<file path="config.mk">
export PLATFORM = sky130hd
export DESIGN_NAME = pipe_ctrl
export DESIGN_NICKNAME = d
export VERILOG_FILES = /design/src/rtl/pipe_ctrl.sv
export SDC_FILE = /design/constraint.sdc
export NUM_CORES = 1
export LEC_CHECK = 0
export ABC_AREA = 1
export CAP_MARGIN = 20
export CORE_ASPECT_RATIO = 1.4
export CORE_UTILIZATION = 30
export CTS_CLUSTER_DIAMETER = 50
export DETAILED_ROUTE_END_ITERATION = 8
export PLACE_DENSITY_LB_ADDON = 0.05
export SETUP_SLACK_MARGIN = 0.2
export SYNTH_ARGS = -nofsm -noshare
export SYNTH_HDL_FRONTEND = slang
export SYNTH_SLANG_ARGS = --single-unit
export TNS_END_PERCENT = 5
</file>
<file path="constraint.sdc">
create_clock -name clk -period 2.2 [get_ports clk]
set_clock_uncertainty 0.2 [all_clocks]
set_input_delay 0.44 -clock clk [delete_from_list [all_inputs] [get_ports clk]]
set_output_delay 0.44 -clock clk [all_outputs]
set_load 0.02 [all_outputs]
</file>
<file path="src/rtl/pipe_ctrl.sv">
// Pipeline stall/flush controller with exception redirect, data-bus timeout HALT and
// an optional stall-cycle performance counter enabled by defining PIPE_STALL_CNT_EN.
module pipe_ctrl #(
   parameter int unsigned TIMEOUT_CYC = 255
) (
   input  logic        clk,
   input  logic        rst,
   input  logic        stallreq_if,
   input  logic        stallreq_id,
   input  logic        stallreq_ex,
   input  logic        stallreq_mem,
   input  logic [31:0] excepttype_i,
   input  logic [31:0] cp0_epc_i,
   output logic [5:0]  stall,
   output logic        flush,
   output logic [31:0] new_pc,
   output logic [1:0]  state_o,
   output logic        timeout_o,
   output logic [31:0] stall_cnt_o
);

   typedef enum logic [1:0] {
      ST_RUN    = 2'd0,
      ST_REFILL = 2'd1,
      ST_HALT   = 2'd2
   } state_t;

   localparam logic [8:0] TIMEOUT_LIM = 9'(TIMEOUT_CYC);

   state_t     state;
   state_t     state_next;
   logic [7:0] wait_cnt;
   logic [7:0] wait_next;
   logic [8:0] wait_inc;
   logic [5:0] stall_req;

   always_ff @(posedge clk) begin
      if (rst) begin
         state    <= ST_RUN;
         wait_cnt <= 8'd0;
      end else begin
         state    <= state_next;
         wait_cnt <= wait_next;
      end
   end

   // Deepest requesting stage wins: everything in front of it is frozen.
   always_comb begin
      stall_req = 6'b000000;
      if (stallreq_mem)
         stall_req = 6'b011111;
      else if (stallreq_ex)
         stall_req = 6'b001111;
      else if (stallreq_id || stallreq_if)
         stall_req = 6'b000111;
   end

   always_comb begin
      state_next = state;
      wait_next  = wait_cnt;
      stall      = 6'b000000;
      flush      = 1'b0;
      new_pc     = 32'h0000_0000;
      timeout_o  = 1'b0;
      wait_inc   = {1'b0, wait_cnt} + 9'd1;
      if (!rst) begin
         case (state)
            ST_HALT: begin
               stall     = 6'b111111;
               timeout_o = 1'b1;
            end
            default: begin
               if (state == ST_RUN && excepttype_i != 32'h0) begin
                  // Exception beats a coinciding timeout and restarts the wait count.
                  flush      = 1'b1;
                  state_next = ST_REFILL;
                  wait_next  = 8'd0;
                  case (excepttype_i)
                     32'h0000_0001: new_pc = 32'h0000_0020;
                     32'h0000_000e: new_pc = cp0_epc_i;
                     default:       new_pc = 32'h0000_0040;
                  endcase
               end else begin
                  stall      = stall_req;
                  state_next = ST_RUN;
                  if (stallreq_mem) begin
                     wait_next = wait_inc[7:0];
                     if (wait_inc == TIMEOUT_LIM)
                        state_next = ST_HALT;
                  end else begin
                     wait_next = 8'd0;
                  end
               end
            end
         endcase
      end
   end

   assign state_o = state;

`ifdef PIPE_STALL_CNT_EN
   logic [31:0] stall_cnt_q;

   always_ff @(posedge clk) begin
      if (rst)
         stall_cnt_q <= 32'h0;
      else if (state != ST_HALT && stall != 6'b000000 && stall_cnt_q != 32'hFFFF_FFFF)
         stall_cnt_q <= stall_cnt_q + 32'd1;
   end

   assign stall_cnt_o = stall_cnt_q;
`else
   assign stall_cnt_o = 32'h0;
`endif

endmodule
</file>
==> run_results.csv, run 1 <==
group,metric,value,unit
outcome,status,"finished with violations",
outcome,violations,"setup timing",
clock_tree,clkTransAtPathRegs,50,ps
grt,grt_remaining_overflow,0,
yosys,ys_warn_count,0,
detailed_routing,drt_iter0_drc,58,
die,io_pins,144,
timing,whs,274,ps
clock_tree,cts.sinks,10,
yosys,synth_cells,237,
clock_tree,hold_buffers,0,
place,dp.final_hpwl,3590,µm
setup_path,worst_path_max_delay_cell,"clkdlybuf4s50_1",
timing,final.min_clock_period,2310,ps
layout,final_area,2780,µm²
clock_tree,cts_made_buffers,3,
power_and_ir_drop,combPwrFrac,41.0,%
place,port-buffer-count,111,
setup_path,reg2reg_from,"wait_cnt[0]$_SDFFE_PP0N_",
timing,period_share,105,%
layout,syn2layout_area_growth,95.5,%
setup_path,worst_setup_path_end_kind,"output pin",
timing,hold_viol,0,
yosys,syn_area_per_cell,6.00,µm²
setup_path,crit_chain,"clkdlybuf4s50_1 -> inv_1 -> nand2_4 -> buf_12 -> buf_16 -> nor2_2 -> buf_6",
worst_hold_path,hp-class,"reg -> reg",
place,place_congestion,0.768,
clock_tree,clk_latency,240,ps
timing,setup_tns,-2070,ps
grt,met3_usage,3.74,%
detailed_routing,vias_per_cell,4.04,
yosys,syn-cell-area,1420,µm²
power_and_ir_drop,p_seq_share,26.2,%
die,fp.dieH,83.4,µm
clock_tree,cts-root-buf,"clkbuf_8",
die,initial_core_util,31.3,%
detailed_routing,post-route-drc-count,0,
yosys,yosys_register_bits,10,
clock_tree,cts_max_level,1,
timing,clock.fmax,0.434,GHz
power_and_ir_drop,power.share.switching,30.3,%
detailed_routing,wl_per_cell,10.6,µm
yosys,synthTopCellsByArea,"buf_4 18%, nand2_1 17%, dfxtp_1 14%",
power_and_ir_drop,ir_worst_vdd,0.138,mV
timing,rsz0062_at_grt,"true",
grt,met2_usage,34.0,%
grt,grt_pass1_vias,1627,
die,fp.dieW,60.2,µm
yosys,yosysTopAreaCell,"buf_4",
layout,drive_gt1_share,45.7,%
die,core_area,4540,µm²
setup_path,critical_path_class,"in -> out",
worst_hold_path,whs_path_depth,2,
detailed_routing,final_antenna_net_count,0,
grt,top_usage_layer,"met2",
worst_hold_path,min_to,"wait_cnt[7]$_SDFFE_PP0N_",
detailed_routing,dr.pass1.iters,4,
die,dieArea,5020,µm²
yosys,yosysUniqueCellTypes,25,
setup_path,r2r.worst_path.cells,9,
setup_path,worst-path-max-fanout,6,
grt,antenna_found_initial,0,
timing,worst_slack,-107,ps
setup_path,critPathArrivalTime,1670,ps
power_and_ir_drop,power_density,254,nW/µm²
power_and_ir_drop,power.internal,492,µW
place,dp_slack,-894,ps
detailed_routing,wl,4550,µm
grt,grt_pass1_wl,7100,µm
setup_path,start_kind,"input port",
power_and_ir_drop,p_leak,1.26,nW
worst_hold_path,holdCritStartpoint,"wait_cnt[7]$_SDFFE_PP0N_",
die,rows,29,
yosys,yosysTopAreaCellShare,18.5,%
power_and_ir_drop,power_switching,214,µW
clock_tree,clk_path_buf_depth,2,
timing,setup_viol,35,
grt,use_met1,18.7,%
grt,grt_max_degree,20,
setup_path,critPathMaxStageDelay,430,ps
place,placed_cell_area,2590,µm²
setup_path,critPathRequiredTime,1560,ps
timing,final-max-slew-violation-count,0,
setup_path,timing.rr.end,"state_o[1]$_SDFFE_PP0N_",
detailed_routing,dr_total_vias,1737,
layout,antennaDiodeCount,0,
yosys,yosysSeqAreaShare,14.1,%
setup_path,reg2reg_setup_slack,610,ps
flow_run,max_cap_viol_count,0,
clock_tree,tritoncts,"done",
power_and_ir_drop,p_clk_share,32.8,%
layout,fin_nets,441,
grt,grt_usage,18.1,%
[synth_stat cells]
library cell	n
dfxtp_1	10
xor2_1	2
and3_1	1
nand2_4	1
nor3_2	1
nand3b_1	1
nand2_1	64
buf_4	35
ha_1	2
inv_2	1
a21oi_1	3
nor3_1	1
o21ai_0	10
or2_2	2
buf_6	6
nor2_2	27
nand2_2	2
nand3_1	9
nor2_1	35
nor2_4	3
inv_1	16
nand4_1	1
conb_1	1
xnor2_1	2
o31ai_1	1
[power by group through the flow]
| stage | registers [mW] | clock network [mW] | logic (mW) |
|---|---|---|---|
| finish | 0.185 | 0.231 | 0.289 |
| global route | 0.185 | 0.250 | 0.311 |
| CTS | 0.185 | 0.241 | 0.282 |
| detailed placement | 0.189 | 0 | 0.274 |
| global placement | 0.189 | 0 | 0.275 |
| floorplan | 0.190 | 0 | 0.157 |
[cell usage in the layout, fill, tap and decap left out, drive strengths merged]
cell,n
nand3b,1
nand3,9
clkinv,1
buf,97
a21oi,3
ha,2
and3,1
dlymetal6s2s,2
inv,16
xnor2,2
conb,32
nand4,1
or2,2
o21ai,10
o31ai,1
dfxtp,10
nor3,2
xor2,2
nand2,67
nor2,65
clkdlybuf4s50,37
clkbuf,5
[worst max-delay path: cells and delay by family]
kind                   cells  cell delay [ps]
and+or+nand+nor            2              240
buffers and inverters      5              980
[repair_timing]
action                     in CTS  in global routing
resized for setup             327                 41
cloned                          3                  1
setup endpoints to repair      40                 40
setup buffers                   4                  1
pin swaps                      31                  8
[sequential cells by signal (all words and copies together), names as in the netlist]
register,count
state_o,2
wait_cnt,8
[layout make-up]
| type | instances | area, µm² |
|---|---|---|
| Fill cell | 451 | 1760 |
| Timing Repair Buffer | 137 | 1320 |
| Multi-Input combinational cell | 200 | 1060 |
| Sequential cell | 10 | 201 |
| Tap cell | 62 | 77.6 |
| Inverter | 17 | 68.8 |
| Clock buffer | 4 | 55.1 |
[per-stage QoR]
step                      total power, mW  util (%)  cells
final                               0.706      61.3    430
after floorplan                     0.348         -    268
after CTS                           0.708      57.7    428
after global placement              0.464      57.1    417
after global routing                0.747      61.3    430
after detailed placement            0.463      57.1    417
[how the worst max path moves through the flow]
stage	to	startpoint
2_1_floorplan	new_pc[10]	excepttype_i[31]
3_3_place_gp	new_pc[30]	excepttype_i[31]
3_5_place_dp	new_pc[30]	excepttype_i[31]
4_1_cts	new_pc[28]	excepttype_i[16]
5_1_grt	new_pc[16]	excepttype_i[22]
6_report	new_pc[2]	rst
[logic make-up (layout without fill, tap and decap cells)]
| family | after synthesis | after routing | share of synthesized area [%] |
|---|---|---|---|
| other | 1 | 32 | 0.264 |
| adders and majority gates | 2 | 2 | 1.76 |
| and+or+nand+nor | 148 | 148 | 48.6 |
| AOI/OAI and AO/OA | 14 | 14 | 5.11 |
| xor gates and xnor gates | 4 | 4 | 2.47 |
| DFF | 10 | 10 | 14.1 |
| buffers and inverters | 58 | 158 | 27.7 |
[layer usage]
layer | wire length, µm | vias up | part of all wire (%)
met4 | 58 | 0 | 1.3
met2 | 2480 | 67 | 55
met5 | 0 | - | 0
met1 | 1690 | 748 | 37
li1 | - | 916 | -
met3 | 314 | 6 | 6.9
(Power assumes the default switching activity.)
==> run 2, diff against run 1 <==
--- a/config.mk
+++ b/config.mk
@@ -6,7 +6,6 @@
 export NUM_CORES = 1
 export LEC_CHECK = 0
 export ABC_AREA = 1
-export CAP_MARGIN = 20
 export CORE_ASPECT_RATIO = 1.4
 export CORE_UTILIZATION = 30
 export CTS_CLUSTER_DIAMETER = 50
==> results of run 2 <==
No change in the layout: final DEF, timing and power equal those of run 1.
==> run 3, diff against run 2 <==
--- a/config.mk
+++ b/config.mk
@@ -10,8 +10,8 @@
 export CORE_UTILIZATION = 30
 export CTS_CLUSTER_DIAMETER = 50
 export DETAILED_ROUTE_END_ITERATION = 8
+export HOLD_SLACK_MARGIN = 0.06
 export PLACE_DENSITY_LB_ADDON = 0.05
-export SETUP_SLACK_MARGIN = 0.2
 export SYNTH_ARGS = -nofsm -noshare
 export SYNTH_HDL_FRONTEND = slang
 export SYNTH_SLANG_ARGS = --single-unit
==> run_results.csv, run 3 (synthesized netlist as in run 1, its figures left out) <==
group,metric,value,unit
outcome,status,"finished with violations",
outcome,violations,"setup timing",
die,core_area,4540,µm²
timing,clock.fmax,0.423,GHz
setup_path,critPathMaxStageDelay,210,ps
setup_path,critPathRequiredTime,1560,ps
place,place_congestion,0.728,
power_and_ir_drop,power.share.switching,31.8,%
setup_path,crit_chain,"clkbuf_2 -> nor2_1 -> nand2_2 -> buf_6 -> nor3_4 -> nand2_2 -> clkinv_4 -> clkbuf_16 -> nand2_4 -> nor2_2 -> buf_6",
die,fp.dieH,83.4,µm
layout,fillers,426,
detailed_routing,dr_total_vias,1776,
layout,antennaDiodeCount,0,
grt,grt_pass1_vias,1640,
detailed_routing,wl_per_cell,11.1,µm
power_and_ir_drop,p_seq_share,27.8,%
clock_tree,cts-root-buf,"clkbuf_8",
detailed_routing,post-route-drc-count,0,
clock_tree,cts.sinks,10,
die,fp.dieW,60.2,µm
clock_tree,cts_made_buffers,3,
timing,setup_tns,-4210,ps
detailed_routing,drt_iter0_drc,55,
setup_path,critical_path_class,"in -> out",
setup_path,reg2reg_from,"wait_cnt[0]$_SDFFE_PP0N_",
grt,grt_pass1_wl,7000,µm
die,io_pins,144,
detailed_routing,wl,4780,µm
detailed_routing,dr.pass1.iters,4,
setup_path,worst_path_max_delay_cell,"nor3_4",
timing,hold_viol,0,
timing,worst_slack,-167,ps
die,initial_core_util,31.3,%
detailed_routing,vias_per_cell,4.11,
layout,multi_input_area,1130,µm²
place,port-buffer-count,111,
power_and_ir_drop,combPwrFrac,44.3,%
layout,regArea,200,µm²
layout,drive_gt1_share,42.4,%
power_and_ir_drop,p_clk_share,27.9,%
setup_path,reg2reg_setup_slack,600,ps
layout,final_cell_mix,"52 x nand2_1, 39 x clkdlybuf4s50_1, 39 x buf_6",
setup_path,start_kind,"input port",
timing,final.min_clock_period,2370,ps
power_and_ir_drop,p_leak,1.36,nW
die,dieArea,5020,µm²
setup_path,crit_end,"new_pc[22]",
layout,largest_reg_flops,8,
power_and_ir_drop,ir_worst_vdd,0.144,mV
clock_tree,clk_latency,240,ps
layout,largest_register,"wait_cnt",
setup_path,r2r.worst_path.cells,9,
timing,whs,281,ps
grt,grt_max_degree,18,
setup_path,worst-path-max-fanout,8,
detailed_routing,final_antenna_net_count,0,
clock_tree,clkTransAtPathRegs,50,ps
timing,final-max-slew-violation-count,0,
timing,period_share,108,%
power_and_ir_drop,power_density,231,nW/µm²
layout,fin_nets,444,
place,dp.final_hpwl,3800,µm
layout,syn2layout_area_growth,103,%
clock_tree,tritoncts,"done",
timing,rsz0062_at_grt,"true",
grt,antenna_found_initial,0,
die,rows,29,
worst_hold_path,hp-class,"reg -> reg",
layout,mostFrequentLayoutCell,"nand2_1",
grt,grt_usage,18.0,%
setup_path,critPathArrivalTime,1730,ps
grt,grt_remaining_overflow,0,
timing,setup_viol,38,
clock_tree,cts_max_level,1,
power_and_ir_drop,power.internal,455,µW
power_and_ir_drop,total_power,667,µW
setup_path,startpoint,"excepttype_i[4]",
clock_tree,hold_buffers,0,
clock_tree,clk_path_buf_depth,2,
setup_path,worst_setup_path_end_kind,"output pin",
setup_path,timing.rr.end,"state_o[1]$_SDFFE_PP0N_",
flow_run,max_cap_viol_count,0,
power_and_ir_drop,power_switching,212,µW
-- run 3: worst min path at each step --
stage	startpoint	endpoint	slack, ps	cells after the start
after floorplan	wait_cnt[7]$_SDFFE_PP0N_	wait_cnt[7]$_SDFFE_PP0N_	240	2
after global placement	wait_cnt[7]$_SDFFE_PP0N_	wait_cnt[7]$_SDFFE_PP0N_	270	2
after detailed placement	wait_cnt[7]$_SDFFE_PP0N_	wait_cnt[7]$_SDFFE_PP0N_	280	2
after CTS	wait_cnt[7]$_SDFFE_PP0N_	wait_cnt[7]$_SDFFE_PP0N_	290	2
after global routing	wait_cnt[7]$_SDFFE_PP0N_	wait_cnt[7]$_SDFFE_PP0N_	320	2
final	wait_cnt[7]$_SDFFE_PP0N_	wait_cnt[7]$_SDFFE_PP0N_	280	2
-- run 3: area by class of cell --
cell class / count / area share (%)
clock buffers: 3 / 1.43
inverters: 17 / 2.38
multi-input cells: 200 / 39.0
flip-flops and latches: 10 / 6.93
well taps: 62 / 2.69
repair buffers: 140 / 47.6
-- run 3: timing repair --
action                                  4_1_cts  5_1_grt
buffers inserted                              3        2
resized for setup                           252      109
gates cloned                                  1        1
endpoints found under the setup margin       40       39
pin swaps                                     8       42
-- run 3: critical path, delay by kind of cell --
family	cells	cell delay [ps]
AND/OR/NAND/NOR	6	670
buffers and inverters	5	620
-- run 3: power by group through the flow --
stage	Combinational (mW)	Clock (mW)	Sequential, mW
final	0.295	0.186	0.186
after global routing	0.316	0.199	0.186
after CTS	0.283	0.191	0.186
after detailed placement	0.273	0	0.189
after global placement	0.274	0	0.189
after floorplan	0.154	0	0.190
-- run 3: through the flow --
stage          setup slack, ps  cell area [µm²]  instances  util (%)
3_5_place_dp              -901             2590        422      57.1
6_report                  -167             2890        432      63.7
3_3_place_gp              -875             2590        422      57.1
4_1_cts                   -395             2700        429      59.6
2_1_floorplan             19.5             1540        268         -
5_1_grt                   -251             2890        432      63.7
-- run 3: per-layer routing --
| metal | up-vias | share of wire, % | wire length, µm | global-route usage (%) |
|---|---|---|---|---|
| li1 | 923 | - | - | - |
| met1 | 772 | 34 | 1610 | 17.6 |
| met2 | 68 | 57 | 2700 | 33.6 |
| met3 | 13 | 7.0 | 335 | 4.67 |
| met4 | 0 | 2.7 | 129 | 7.19 |
| met5 | - | 0 | 0 | 0 |
